[config.mk]
export PLATFORM = sky130hd
export DESIGN_NAME = slow_clock_monitor
export DESIGN_NICKNAME = d
export VERILOG_FILES = /design/src/rtl/slow_clock_monitor.sv
export SDC_FILE = /design/constraint.sdc
export NUM_CORES = 1
export LEC_CHECK = 0
export CORE_ASPECT_RATIO = 1.75
export CORE_MARGIN = 8
export CORE_UTILIZATION = 50
export DETAILED_ROUTE_END_ITERATION = 8
export PLACE_DENSITY = 0.83
export REMOVE_ABC_BUFFERS = 1
export SLEW_MARGIN = 40
export SYNTH_ARGS = -nofsm -noshare
export SYNTH_HDL_FRONTEND = slang
export SYNTH_SLANG_ARGS = --single-unit
[constraint.sdc]
create_clock -name clkin -period 4 [get_ports clkin]
set_clock_uncertainty 0.1 [all_clocks]
set_input_delay 0.4 -clock clkin [delete_from_list [all_inputs] [get_ports clkin]]
set_output_delay 0.4 -clock clkin [all_outputs]
set_load 0.01 [all_outputs]
[src/rtl/slow_clock_monitor.sv]
// slow_clock_monitor
// Receive-side checker for a divided slow clock (e.g. a 1 Hz, 50 % duty
// output of the board clock divider). The slow clock is synchronised into
// the clkin domain, its edges are detected and every half-period is measured
// in clkin cycles. Lock is declared after LOCK_COUNT consecutive
// in-tolerance half-periods; out-of-tolerance halves and loss of toggling
// raise a sticky period error.
//
// Ports:
//   clkin      in   system clock (100 MHz)
//   reset      in   asynchronous, active-high reset
//   clk_slow   in   slow clock under test, asynchronous to clkin
//   clear_err  in   synchronous clear of period_err
//   rise_pulse out  one-cycle pulse per detected slow-clock rising edge
//   fall_pulse out  one-cycle pulse per detected slow-clock falling edge
//   half_count out  last measured half-period in clkin cycles
//   meas_valid out  one-cycle pulse when half_count updates
//   locked     out  LOCK_COUNT consecutive good halves seen, no error since
//   period_err out  sticky: out-of-tolerance half-period or timeout
//   timeout    out  no edge for 2*EXP_HALF cycles; held while in LOST
module slow_clock_monitor #(
  parameter int unsigned EXP_HALF   = 50000000,
  parameter int unsigned TOL        = 1000,
  parameter int unsigned LOCK_COUNT = 4,
  parameter int unsigned CNT_W      = 27
) (
  input  logic             clkin,
  input  logic             reset,
  input  logic             clk_slow,
  input  logic             clear_err,
  output logic             rise_pulse,
  output logic             fall_pulse,
  output logic [CNT_W-1:0] half_count,
  output logic             meas_valid,
  output logic             locked,
  output logic             period_err,
  output logic             timeout
);

  localparam int unsigned GR_W = $clog2(LOCK_COUNT + 1);
  localparam logic [GR_W-1:0]  GR_MAX   = GR_W'(LOCK_COUNT);
  localparam logic [CNT_W-1:0] TO_LAST  = CNT_W'(2 * EXP_HALF - 1);
  localparam logic [CNT_W:0]   EXP_EXT  = (CNT_W + 1)'(EXP_HALF);
  localparam logic [CNT_W:0]   TOL_EXT  = (CNT_W + 1)'(TOL);

  typedef enum logic [1:0] {
    IDLE,
    MEASURE,
    LOCKED,
    LOST
  } state_e;

  logic             sync1_q, sync2_q, prev_q;
  logic             rise_q, fall_q;
  logic             edge_rise, edge_fall, edge_any;
  state_e           state_q, state_d;
  logic [CNT_W-1:0] cnt_q, cnt_d;
  logic [GR_W-1:0]  good_run_q, good_run_d;
  logic [CNT_W-1:0] half_count_q, half_count_d;
  logic             meas_valid_q, meas_valid_d;
  logic             locked_q, locked_d;
  logic             period_err_q, period_err_d;
  logic             timeout_q, timeout_d;

  logic [CNT_W:0]   meas_ext;
  logic [CNT_W:0]   deviation;
  logic             half_good;
  logic [CNT_W-1:0] cnt_sat_inc;
  logic [GR_W-1:0]  gr_inc;
  logic             err_set;

  // Two-flop synchroniser plus previous-sample register. prev resets to 0
  // so a slow clock that is already high out of reset reads as a rise.
  always_ff @(posedge clkin or posedge reset) begin
    if (reset) begin
      sync1_q <= 1'b0;
      sync2_q <= 1'b0;
      prev_q  <= 1'b0;
      rise_q  <= 1'b0;
      fall_q  <= 1'b0;
    end else begin
      sync1_q <= clk_slow;
      sync2_q <= sync1_q;
      prev_q  <= sync2_q;
      rise_q  <= edge_rise;
      fall_q  <= edge_fall;
    end
  end

  assign edge_rise = sync2_q & ~prev_q;
  assign edge_fall = ~sync2_q & prev_q;
  assign edge_any  = edge_rise | edge_fall;

  // Measurement arithmetic: cnt+1 is formed one bit wider so the deviation
  // magnitude can never wrap, even with a saturated counter.
  always_comb begin
    meas_ext    = {1'b0, cnt_q} + (CNT_W + 1)'(1);
    deviation   = (meas_ext >= EXP_EXT) ? (meas_ext - EXP_EXT) : (EXP_EXT - meas_ext);
    half_good   = (deviation <= TOL_EXT);
    cnt_sat_inc = (&cnt_q) ? cnt_q : cnt_q + CNT_W'(1);
    gr_inc      = (good_run_q == GR_MAX) ? good_run_q : good_run_q + GR_W'(1);
  end

  // Next-state logic. An edge always takes priority over the timeout
  // threshold, and a new error always beats clear_err.
  always_comb begin
    state_d      = state_q;
    cnt_d        = cnt_q;
    good_run_d   = good_run_q;
    half_count_d = half_count_q;
    meas_valid_d = 1'b0;
    locked_d     = locked_q;
    timeout_d    = timeout_q;
    err_set      = 1'b0;

    case (state_q)
      IDLE: begin
        cnt_d = '0;
        if (edge_any) begin
          state_d = MEASURE;
        end
      end

      MEASURE, LOCKED: begin
        if (edge_any) begin
          cnt_d        = '0;
          half_count_d = cnt_sat_inc;
          meas_valid_d = 1'b1;
          if (half_good) begin
            good_run_d = gr_inc;
            if (gr_inc == GR_MAX) begin
              locked_d = 1'b1;
              state_d  = LOCKED;
            end
          end else begin
            err_set    = 1'b1;
            good_run_d = '0;
            locked_d   = 1'b0;
            state_d    = MEASURE;
          end
        end else if (cnt_q == TO_LAST) begin
          state_d    = LOST;
          cnt_d      = '0;
          timeout_d  = 1'b1;
          err_set    = 1'b1;
          locked_d   = 1'b0;
          good_run_d = '0;
        end else begin
          cnt_d = cnt_sat_inc;
        end
      end

      LOST: begin
        cnt_d = '0;
        if (edge_any) begin
          timeout_d = 1'b0;
          state_d   = MEASURE;
        end
      end

      default: begin
        state_d = IDLE;
        cnt_d   = '0;
      end
    endcase

    period_err_d = err_set | (period_err_q & ~clear_err);
  end

  // State and measurement registers.
  always_ff @(posedge clkin or posedge reset) begin
    if (reset) begin
      state_q      <= IDLE;
      cnt_q        <= '0;
      good_run_q   <= '0;
      half_count_q <= '0;
      meas_valid_q <= 1'b0;
      locked_q     <= 1'b0;
      period_err_q <= 1'b0;
      timeout_q    <= 1'b0;
    end else begin
      state_q      <= state_d;
      cnt_q        <= cnt_d;
      good_run_q   <= good_run_d;
      half_count_q <= half_count_d;
      meas_valid_q <= meas_valid_d;
      locked_q     <= locked_d;
      period_err_q <= period_err_d;
      timeout_q    <= timeout_d;
    end
  end

  assign rise_pulse = rise_q;
  assign fall_pulse = fall_q;
  assign half_count = half_count_q;
  assign meas_valid = meas_valid_q;
  assign locked     = locked_q;
  assign period_err = period_err_q;
  assign timeout    = timeout_q;

endmodule

## Word level (Yosys, flattened, before mapping)

Cells that the tools add are included.

| storage, ports and cells | value |
|---|---|
| latch bits | 0 |
| ROM bits | 0 |
| memories kept | 0 |
| memory bits (writable) | 0 |
| register bits after elaboration | 68 |
| logic and storage cells | 81 |
| output and inout bits | 33 |
| input bits | 4 |

| operators by class | value |
|---|---|
| equality and inequality tests | 13 |
| $add $sub $neg | 5 |
| magnitude comparators | 2 |
| bitwise gates (word level) | 8 |
| multiply operators | 0 |
| reduce and logical (&&, ||, !) cells | 11 |
| divide/modulo/power cells | 0 |
| muxes and demuxes | 29 |
| shift operators | 0 |

Operators with widths:

| operator | count |
|---|---|
| two-way mux 27 bit | 3 |
| one-hot mux 27 bit (2 select lines) | 1 |
| adder 27 x 1 -> 28 bit, second input constant | 1 |
| >= comparator 28 x 26 -> 1 bit, second input constant | 1 |
| <= comparator 28 x 10 -> 1 bit, second input constant | 1 |
| two-way mux 28 bit | 1 |
| subtractor 26 x 28 -> 28 bit, first input constant | 1 |
| subtractor 28 x 26 -> 28 bit, second input constant | 1 |
| adder 27 x 1 -> 27 bit, second input constant | 1 |
| equality test 27 bit, second input constant | 1 |
| AND reduction 27 bit | 1 |
| two-way mux 1 bit | 13 |
| two-way mux 3 bit | 4 |
| two-way mux 2 bit | 5 |
| equality test 3 bit, second input constant | 2 |
| inequality test 2 bit, second input constant | 3 |
| AND reduction 3 bit | 2 |
| equality test 2 bit, second input constant | 2 |
| inequality test 4 bit, second input constant | 1 |
| one-hot mux 2 bit (2 select lines) | 1 |
| AND reduction 2 bit | 2 |
| AND reduction 4 bit | 1 |
| nonzero test 2 bit | 2 |
| OR reduction 2 bit | 2 |
| 10 further kinds | 15 |

## Depth between registers and ports, before layout

Gate-level depths: netlist of the first run.

| logic depth | value |
|---|---|
| word-level depth | 8 |
| gate-level depth with buffers | 17 |
| depth with buffers taken out | 15 |

## Worst setup path after synthesis of the first run

Ideal clock, no wire load.

| timing | value |
|---|---|
| path type | register to register |
| from | reg cnt_q[0] |
| to | reg period_err_q, in the netlist period_err |
| required time | 3.779 ns |
| buffers on the path | 1 |
| arrival | 3.810 ns |
| cell stages (with the launch flop) | 17 |
| slack | -0.031 ns |
| library setup time | 0.121 ns |
| clock period less this slack | 4.031 ns |
| cell sequence | dfrtp_1 > ha_1 > buf_2 > nand3_1 > nor3_1 > xnor2_1 > ha_1 > inv_1 > a2111oi_2 > o221ai_1 > mux2i_1 > nand3_1 > a2111oi_2 > nand4_1 > o31ai_4 > nand4b_4 > a22o_1 |

| between the ends | value |
|---|---|
| longest elaborated chain between the ends | 8 |
| elaborated cells between the ends (all ways) | 12 |
| those cells by class | add/sub: 3; order compare: 2; eq/ne: 1; mux: 5; bitwise: 1 |

RTL lines:

| element | RTL line | source |
|---|---|---|
| start: declaration | 57 | `logic [CNT_W-1:0] cnt_q, cnt_d;` |
| start signal: assignment | 183 | `cnt_q <= cnt_d;` |
| adder 27 x 1 -> 28 bit | 97 | `meas_ext = {1'b0, cnt_q} + (CNT_W + 1)'(1);` |
| subtractor 26 x 28 -> 28 bit, or another cell as far along | 98 | `deviation = (meas_ext >= EXP_EXT) ? (meas_ext - EXP_EXT) : (EXP_EXT - meas_ext);` |
| two-way mux 28 bit | 98 |  |
| <= comparator 28 x 10 -> 1 bit | 99 | `half_good = (deviation <= TOL_EXT);` |
| two-way mux 1 bit | 129 | `if (half_good) begin` |
| two-way mux 1 bit * | 125 | `if (edge_any) begin` |
| two-way mux 1 bit * | 116 | `case (state_q)` |
| OR 1 bit * | 167 | `period_err_d = err_set \| (period_err_q & ~clear_err);` |
| via period_err_d | 62 | `logic period_err_q, period_err_d;` |
| end signal: assignment | 188 | `period_err_q <= period_err_d;` |
| end: declaration | 62 |  |

Mark *: on every way through the listed nets, which the timed path passes. The rest lies on a longest branch.
A chain may end at the register's enable or synchronous reset.

## Final worst setup path of the first run

| timing | value |
|---|---|
| from | reg cnt_q[11] |
| to | reg period_err_q, in the netlist period_err |

The elaborated chain is that of the path after synthesis.

==> results of run 1 <==
## synthesized netlist by cell type (9+ instances only)
master	count
ha_1	9
inv_1	15
dfrtp_1	68
nand3_1	30
a31oi_1	16
a21oi_1	28
and2_1	9
xnor2_1	27
a211oi_1	9
mux2i_1	11
nor4_1	14
nor2_1	70
clkbuf_1	21
nand4_1	10
nand2_1	53
o21ai_0	35
nor3_1	25
## flip-flops by register name, summed over array words and instances (netlist names)
register and flops:
prev_q 1, rise_pulse 1, locked 1, timeout 1
cnt_q 27, period_err 1, sync1_q 1, sync2_q 1
half_count 27, good_run_q 3, fall_pulse 1, state_q 2
meas_valid 1
## how the worst max path moves through the flow
stage                                   endpoint  depth (start not counted)
after floorplan           state_q[0]$_DFFE_PP0P_                         15
after global placement    state_q[0]$_DFFE_PP0P_                         12
after detailed placement  state_q[1]$_DFFE_PP0P_                         15
after CTS                   period_err$_DFF_PP0_                         17
after global routing        period_err$_DFF_PP0_                         15
final                       period_err$_DFF_PP0_                         12
## timing repair
| item | CTS | global route |
|---|---|---|
| resized for setup | 12 | 41 |
| buffers inserted | 0 | 3 |
| pin swaps | 0 | 9 |
| setup endpoints to repair | 7 | 7 |
## metal layers
layer	vias to the layer above	global-route usage, %	wire length [um]
li1	2516	-	-
met1	2653	28.7	6860
met2	207	54.2	10700
met3	83	4.65	770
met4	0	23.4	1400
met5	-	0	0
## kinds of logic (layout without fill, tap and decap cells)
logic type / Yosys count / after routing / share of synthesized area (%)
and+or+nand+nor: 258 / 258 / 26.9
xor gates and xnor gates: 36 / 36 / 6.56
muxes: 12 / 12 / 2.47
buffers and inverters: 47 / 204 / 3.89
AOI/OAI and AO/OA: 164 / 164 / 23.3
DFF: 68 / 68 / 34.6
adders and majority gates: 9 / 9 / 2.29
## power groups by stage
stage	clock (mW)	combinational, mW	sequential [mW]
2_1_floorplan	0	0.108	0.792
3_3_place_gp	0	0.282	0.770
3_5_place_dp	0	0.286	0.775
4_1_cts	0.768	0.288	0.762
5_1_grt	0.785	0.320	0.767
6_report	0.761	0.293	0.762
## layout make-up
type                       instances  area [um2]  area share [%]
clock inverter                     7        51.3           0.745
inverter                          15        57.6           0.836
sequential                        68        1710            24.8
tap                              125         156            2.27
clock buffer                       9         225            3.27
multi-input combinational        479        3280            47.6
timing repair buffer             173        1410            20.4
==> flow_summary.ini, run 1 <==
[run_status]
outcome = completed

[worst_setup_path]
cp.required_ps = 4130
cp_slowest_stage_delay_ps = 540
cp_num_buf_inv = 1
cp_data_arrival_time_ps = 4020
path_cells = nand4_2, or3_4, or4_4, xor2_2, a21oi_2, or3b_1, a2111oi_4, nand4_1, o31ai_4, buf_6, nand4b_4, a22o_1
critPathMaxFanout = 11
crit_path_start = cnt_q[11]$_DFF_PP0_
startpoint_type = flop
crit_type = flop to flop
r2r-start = cnt_q[11]$_DFF_PP0_
rr_endpoint = period_err$_DFF_PP0_
path_delay_family = simple AND/OR/NAND/NOR gates
cp-end-kind = flop
reg2reg_depth = 12
cpMaxStageDelayCell = or4_4
r2r_setup_slack_ps = 110

[die]
die_area_um2 = 13400
rows = 48
die_w_um = 91
io_pins = 37
coreArea_um2 = 9730
start_util_pct = 50.6
die_h_um = 147

[sta]
hold_ws_ps = 253
slew_viol_final = 0
fmax_ghz = 0.257
period_needed_ps = 3890
fin_crit_sh_pct = 97.2
tightest_slew_ps = 793
tns_ps = 0
setup_viol = 0
setup_ws_ps = 112
hold_viol_final = 0
maxSlewHeadroom_pct = 46.7

[placement]
dpl.hpwl_mm = 15.7
placed_cells = 857
postPlaceCellArea_um2 = 6320
gp_congestion = 1.11
post-place-ws_ps = -122
io_buffer_count = 36

[power]
pwr-share-clk_pct = 41.9
p_per_area_nw_per_um2 = 264
p_seq_share_pct = 42.0
p_comb_share_pct = 16.2
intPower_mw = 1.29
power_leakage_nw = 2.86
power.total_mw = 1.82
ir_drop_v = 0.000262
sw_frac_of_total_pct = 28.9
netSwitchingPower_mw = 0.524

[worst_hold_path]
min_delay_path_depth = 0
holdCritPathClass = flop to flop
min_to = sync2_q$_DFF_PP0_
hold_start = sync1_q$_DFF_PP0_

[logic_synthesis]
ys_types = 75
ys_seq_area_share_pct = 34.6
postSynth.asyncResetShare_pct = 100
yosysWarnings = 0
synth.area.top_cells = dfrtp_1 (35%), nor2_1 (5.3%), xnor2_1 (4.8%), nand2_1 (4.0%), o21ai_0 (3.6%)
postSynthAreaPerCell_um2 = 8.29
yosysTopAreaCell = dfrtp_1
netlist_instances = 594
synth_area_um2 = 4920
synth_edf_count = 0
ys_ff_latch = 68
synth_top_area_share_pct = 34.6
ys.flop_type = dfrtp_1

[run]
maxCapViolCount = 0

[routing]
drt_iter0_drc = 426
route.vias.total = 5459
drc = 0
ant_nets = 0
wire_per_inst_um = 22.5
drt_first_pass_iters = 5
vias_per_cell = 6.23
routed_wl_mm = 19.7

[layout]
nFillCells = 791
drive_gt1_share_pct = 29.0
areaGrowthSynthToFinish_pct = 39.8
finalNetCount = 759
num_antenna_cells = 0
final_core_util_pct = 70.7
final_cell_mix = buf_4 (135), nor2_1 (70), dfrtp_1 (63)
final_common_cell = buf_4
fin_cells = 876
fin_area_um2 = 6880

[cts]
h-tree-depth = 3
insertion_delay_ps = 340
cts.sinks = 68
hold_buffers = 0
clk_path_buf_depth = 2
cts_made_buffers = 9
cts_tree = done
clkTransAtPathRegs_ps = 60
cts_root_buf = clkbuf_16

[grt]
grt_first_pass_wirelength_mm = 30.5
grt_max_degree = 43
grt.total_usage_pct = 29.7
antenna_found_initial = 0
grt.overflow.total = 0
grt_pass1_vias = 5669
Note: power is estimated with default switching activity, not from simulation.
==> run 2: changes to the inputs <==
CTS_BUF_LIST = sky130_fd_sc_hd__clkbuf_8   (was not set)
GPL_ROUTABILITY_DRIVEN = 0   (was not set)
==> run 2 against run 1 <==
  * The flow now finishes with violations (DRC, setup timing)
  * Count of clock-buffer cells in the layout is 1 higher
  * Sequential cell count unchanged
  * Total power down 9.1%
  * Cell area down 1.7%
  * Die area did not move
  * Wire length is 16% higher
  * Largest cell class unchanged
  * Largest power group unchanged
==> flow_summary.ini, run 2 (synthesis results as in run 1) <==
[placement]
dpl.hpwl_mm = 14.1
placed_cells = 807
io_buffer_count = 36

[routing]
ant_nets = 0
drt_first_pass_iters = 9
drt_iter0_drc = 1096
vias_per_cell = 7.35
wire_per_inst_um = 26.8
routed_wl_mm = 22.8
drc = 8
route.vias.total = 6253

[worst_setup_path]
r2r-start = cnt_q[4]$_DFF_PP0_
startpoint_type = flop
r2r_setup_slack_ps = -150
critPathCapture = state_q[1]$_DFFE_PP0P_
reg2reg_depth = 14
cp_slowest_stage_delay_ps = 690
crit_path_start = cnt_q[4]$_DFF_PP0_
cp.required_ps = 4210
critPathMaxFanout = 9
cpMaxStageDelayCell = xnor2_1
cp_num_cells = 14
cp-end-kind = flop
critPathMostFrequentCell = buf_4
cp_data_arrival_time_ps = 4360
rr_endpoint = state_q[1]$_DFFE_PP0P_
path_cells = buf_4, and3_2, nand3_1, buf_4, xnor2_1, nand3_1, o21ai_0, o211ai_1, a2111oi_2, o2111ai_1, nand2_1, buf_4, a41oi_1, a21oi_1
crit_type = flop to flop
cp_num_buf_inv = 3
path_delay_family = compound AO/OA/AOI/OAI gates

[sta]
fin_crit_sh_pct = 104
setup_ws_ps = -146
slew_viol_final = 0
setup_viol = 5
fmax_ghz = 0.241
hold_viol_final = 0
maxSlewHeadroom_pct = 39.6
tightest_slew_ps = 898
period_needed_ps = 4150

[die]
die_h_um = 147
die_w_um = 91
io_pins = 37
rows = 48
coreArea_um2 = 9730
start_util_pct = 50.6
die_area_um2 = 13400

[power]
power_leakage_nw = 2.71
p_per_area_nw_per_um2 = 244
ir_drop_v = 0.000321
power.total_mw = 1.65

[run_status]
outcome = complete, but fails checks
failed_checks = DRC, setup timing

[cts]
cts.sinks = 68
cts_tree = done
insertion_delay_ps = 390
clk_path_buf_depth = 2
cts_made_buffers = 9
clkTransAtPathRegs_ps = 80
cts_root_buf = clkbuf_8
h-tree-depth = 3

[layout]
num_antenna_cells = 0
final_core_util_pct = 69.6
finalNetCount = 734
drive_gt1_share_pct = 29.9
final_cell_mix = buf_4 (108), nor2_1 (67), dfrtp_1 (57)
nFillCells = 684
final_common_cell = buf_4
areaGrowthSynthToFinish_pct = 37.5
fin_cells = 851

[worst_hold_path]
holdCritPathClass = flop to flop

[grt]
grt.total_usage_pct = 30.4
grt_first_pass_wirelength_mm = 31.0
antenna_found_initial = 0
grt_pass1_vias = 5693
grt_max_degree = 34
grt.overflow.total = 0

[run]
maxCapViolCount = 0
-- run 2: cell types whose count changed in the layout (fill, tap and decap cells not counted), moves of 4 or more --
cell | previous run | this run
buf_4 | 135 | 108
clkbuf_16 | 9 | 0
clkbuf_8 | 0 | 10
dfrtp_1 | 63 | 57
dfrtp_2 | 5 | 11
nor4_2 | 5 | 1
-- run 2: worst reg2reg max path: stages, from the launching register on --
cell and delay, ps:
dfrtp_1 380, buf_4 220, and3_2 320, nand3_1 170, buf_4 210, xnor2_1 690
nand3_1 230, o21ai_0 290, o211ai_1 140, a2111oi_2 360, o2111ai_1 250, nand2_1 220
buf_4 160, a41oi_1 160, a21oi_1 170
-- run 2: report_power, final --
part	internal, mW	leakage (nW)	switching [mW]
clock	0.303	0.0983	0.287
combinational	0.133	1.72	0.167
sequential	0.733	0.890	0.0287
total	1.17	2.71	0.482
-- run 2: worst min path at each step --
| stage | endpoint | cells past startpoint | from |
|---|---|---|---|
| after floorplan | sync2_q$_DFF_PP0_ | 0 | sync1_q$_DFF_PP0_ |
| after global placement | sync2_q$_DFF_PP0_ | 0 | sync1_q$_DFF_PP0_ |
| after detailed placement | sync2_q$_DFF_PP0_ | 0 | sync1_q$_DFF_PP0_ |
| after CTS | sync2_q$_DFF_PP0_ | 0 | sync1_q$_DFF_PP0_ |
| after global routing | sync2_q$_DFF_PP0_ | 0 | sync1_q$_DFF_PP0_ |
| final | sync2_q$_DFF_PP0_ | 0 | sync1_q$_DFF_PP0_ |
-- run 2: final cells by class --
type                            instances  area, um2  share of cell area (%)
Clock inverter                          6       63.8                   0.943
Sequential cell                        68       1720                    25.3
Inverter                               15       56.3                   0.832
Multi-Input combinational cell        479       3420                    50.6
Clock buffer                           10        138                    2.03
Tap cell                              125        156                    2.31
Timing Repair Buffer                  148       1220                    18.0
-- run 2: layer usage --
layer	part of all wire (%)	wire, um	vias to the layer above	GRT usage [%]
li1	-	-	2472	-
met1	29	6560	2836	29.8
met2	46	10600	621	51.7
met3	12	2710	324	9.35
met4	13	2960	0	24.3
met5	0	0	-	0
-- run 2: through the flow --
stage | setup TNS (ps) | hold WS, ps | worst slack, ps | cell area [um2]
2_1_floorplan | -1390 | 231 | -283 | 4790
3_3_place_gp | -198 | 232 | -83.3 | 5930
3_5_place_dp | -1250 | 257 | -263 | 5930
4_1_cts | 0 | 276 | 3.11 | 6260
5_1_grt | -975 | 282 | -180 | 6770
6_report | -414 | 276 | -146 | 6770
-- run 2: repair_timing --
item,4_1_cts,5_1_grt
buffers inserted,1,28
setup endpoints to repair,7,7
pin swaps,2,21
resized for setup,25,69
hold buffers,0,0
==> run 3: changes to the inputs <==
CELL_PAD_IN_SITES_DETAIL_PLACEMENT = 0   (was not set)
CELL_PAD_IN_SITES_GLOBAL_PLACEMENT = 1   (was not set)
CORE_UTILIZATION = 42   (was 50)
PLACE_DENSITY = 0.89   (was 0.83)
==> run 3 against run 2 <==
  * The flow now finishes without violations
  * Wire length is 16% lower
  * Sequential power about the same
  * First-iteration DRC count decreased by 46%
  * Via count is 12% lower
  * Non-clock buffer count grew 7
  * Final cell count rose by 2.0%
  * Cell area fell by 0.37%
  * Clock power rose by 9.8%
  * Die area increased by 16%
  * Sequential share of layout area decreased by 0.054 points
  * Setup slack better by 240 ps
  * Critical path depth rose by 3
  * Critical endpoint is now good_run_q[2]$_DFFE_PP0P_
==> flow_summary.ini, run 3 (synthesis results as in run 1) <==
[run_status]
outcome = completed

[run]
maxCapViolCount = 0

[worst_setup_path]
cpMaxStageDelayCell = dfrtp_1
r2r-start = cnt_q[0]$_DFF_PP0_
path_delay_family = compound AO/OA/AOI/OAI gates
rr_endpoint = good_run_q[2]$_DFFE_PP0P_
cp_num_buf_inv = 5
cp-end-kind = flop
cp_slowest_stage_delay_ps = 420
r2r_setup_slack_ps = 100
critPathMaxFanout = 8
startpoint_type = flop
reg2reg_depth = 17
path_cells = buf_6, nand4_1, nor2_2, xnor2_2, inv_2, ha_2, buf_4, o221ai_4, buf_6, and2_1, o221ai_1, a2111oi_2, nand4_1, o31ai_4, buf_6, nand4b_4, a211oi_2
critPathMostFrequentCell = buf_6
crit_type = flop to flop
cp_data_arrival_time_ps = 4090
cp.required_ps = 4180

[worst_hold_path]
hold_start = sync1_q$_DFF_PP0_
min_to = sync2_q$_DFF_PP0_
min_delay_path_depth = 0
holdCritPathClass = flop to flop

[die]
rows = 52
die_area_um2 = 15600
start_util_pct = 42.7
die_w_um = 97.8
coreArea_um2 = 11500
io_pins = 37
die_h_um = 159

[grt]
grt.overflow.total = 0
grt_pass1_vias = 5391
grt_first_pass_wirelength_mm = 29.3
grt.total_usage_pct = 24.4
antenna_found_initial = 0
grt_max_degree = 33

[sta]
fmax_ghz = 0.256
hold_viol_final = 0
fin_crit_sh_pct = 97.6
tns_ps = 0
rsz0062_at_grt = true
tightest_slew_ps = 871
setup_viol = 0
slew_viol_final = 0
period_needed_ps = 3900
maxSlewHeadroom_pct = 41.4

[placement]
placed_cells = 837
postPlaceCellArea_um2 = 6100
dpl.hpwl_mm = 14.3
io_buffer_count = 36

[routing]
routed_wl_mm = 19.1
route.vias.total = 5533
drt_first_pass_iters = 5
ant_nets = 0
drc = 0
drt_iter0_drc = 588
wire_per_inst_um = 22.0
vias_per_cell = 6.37

[power]
ir_drop_v = 0.000271
p_per_area_nw_per_um2 = 251
power.total_mw = 1.69
power_leakage_nw = 2.80

[cts]
clkTransAtPathRegs_ps = 80
cts_made_buffers = 9
cts.sinks = 68
h-tree-depth = 3
cts_root_buf = clkbuf_8
hold_buffers = 0
insertion_delay_ps = 370
clk_path_buf_depth = 2
cts_tree = done

[layout]
finalNetCount = 741
final_common_cell = buf_4
areaGrowthSynthToFinish_pct = 37.0
num_antenna_cells = 0
final_cell_mix = buf_4 (114), nor2_1 (69), dfrtp_1 (65)
drive_gt1_share_pct = 27.6
fin_cells = 868
fin_area_um2 = 6740
nFillCells = 1007
[run 3: changes by cell type in the layout (fill, tap and decap cells not counted), sizes merged]
cell	before	now
clkinvlp	2	1
bufinv	1	2
inv	15	16
clkbuf	10	9
buf	112	119
[run 3: layout make-up]
| type | count | area [um2] | share of cell area, % |
|---|---|---|---|
| clock buffer | 9 | 124 | 1.84 |
| clock inverter | 7 | 98.8 | 1.47 |
| inverter | 15 | 56.3 | 0.835 |
| multi-input combinational | 479 | 3320 | 49.2 |
| sequential | 68 | 1710 | 25.3 |
| tap | 135 | 169 | 2.51 |
| timing repair buffer | 155 | 1270 | 18.9 |
[run 3: how the worst max path moves through the flow]
stage                                endpoint  slack (ps)                start  cells after the start
finish              good_run_q[2]$_DFFE_PP0P_         100   cnt_q[0]$_DFF_PP0_                     17
global route           state_q[0]$_DFFE_PP0P_        -100   cnt_q[0]$_DFF_PP0_                     17
CTS                    state_q[0]$_DFFE_PP0P_          10   cnt_q[1]$_DFF_PP0_                     17
detailed placement     state_q[0]$_DFFE_PP0P_         -60   cnt_q[1]$_DFF_PP0_                     16
global placement       state_q[0]$_DFFE_PP0P_          30  cnt_q[11]$_DFF_PP0_                     14
floorplan              state_q[0]$_DFFE_PP0P_        -280   cnt_q[0]$_DFF_PP0_                     15
[run 3: power breakdown]
group | switching (mW) | internal, mW | total [mW]
Clock | 0.294 | 0.354 | 0.648
Combinational | 0.155 | 0.131 | 0.286
Sequential | 0.0282 | 0.732 | 0.760
[run 3: stage by stage]
step	hold slack [ps]	utilization (%)	setup WS, ps
after floorplan	231	-	-283
after global placement	234	52.9	28.1
after detailed placement	236	52.9	-59.6
after CTS	255	55.1	9.70
after global routing	266	58.6	-96.3
final	251	58.6	95.4
[run 3: timing repair]
action	in CTS	in global routing
pin swaps	0	13
resized for setup	6	54
setup buffers	0	15
setup endpoints to repair	5	7
[run 3: per-layer routing]
metal	wire (um)	up-vias	global-route usage (%)
li1	-	2487	-
met1	6400	2681	24.4
met2	10200	265	45.0
met3	1010	100	4.29
met4	1410	0	15.9
met5	0	-	0
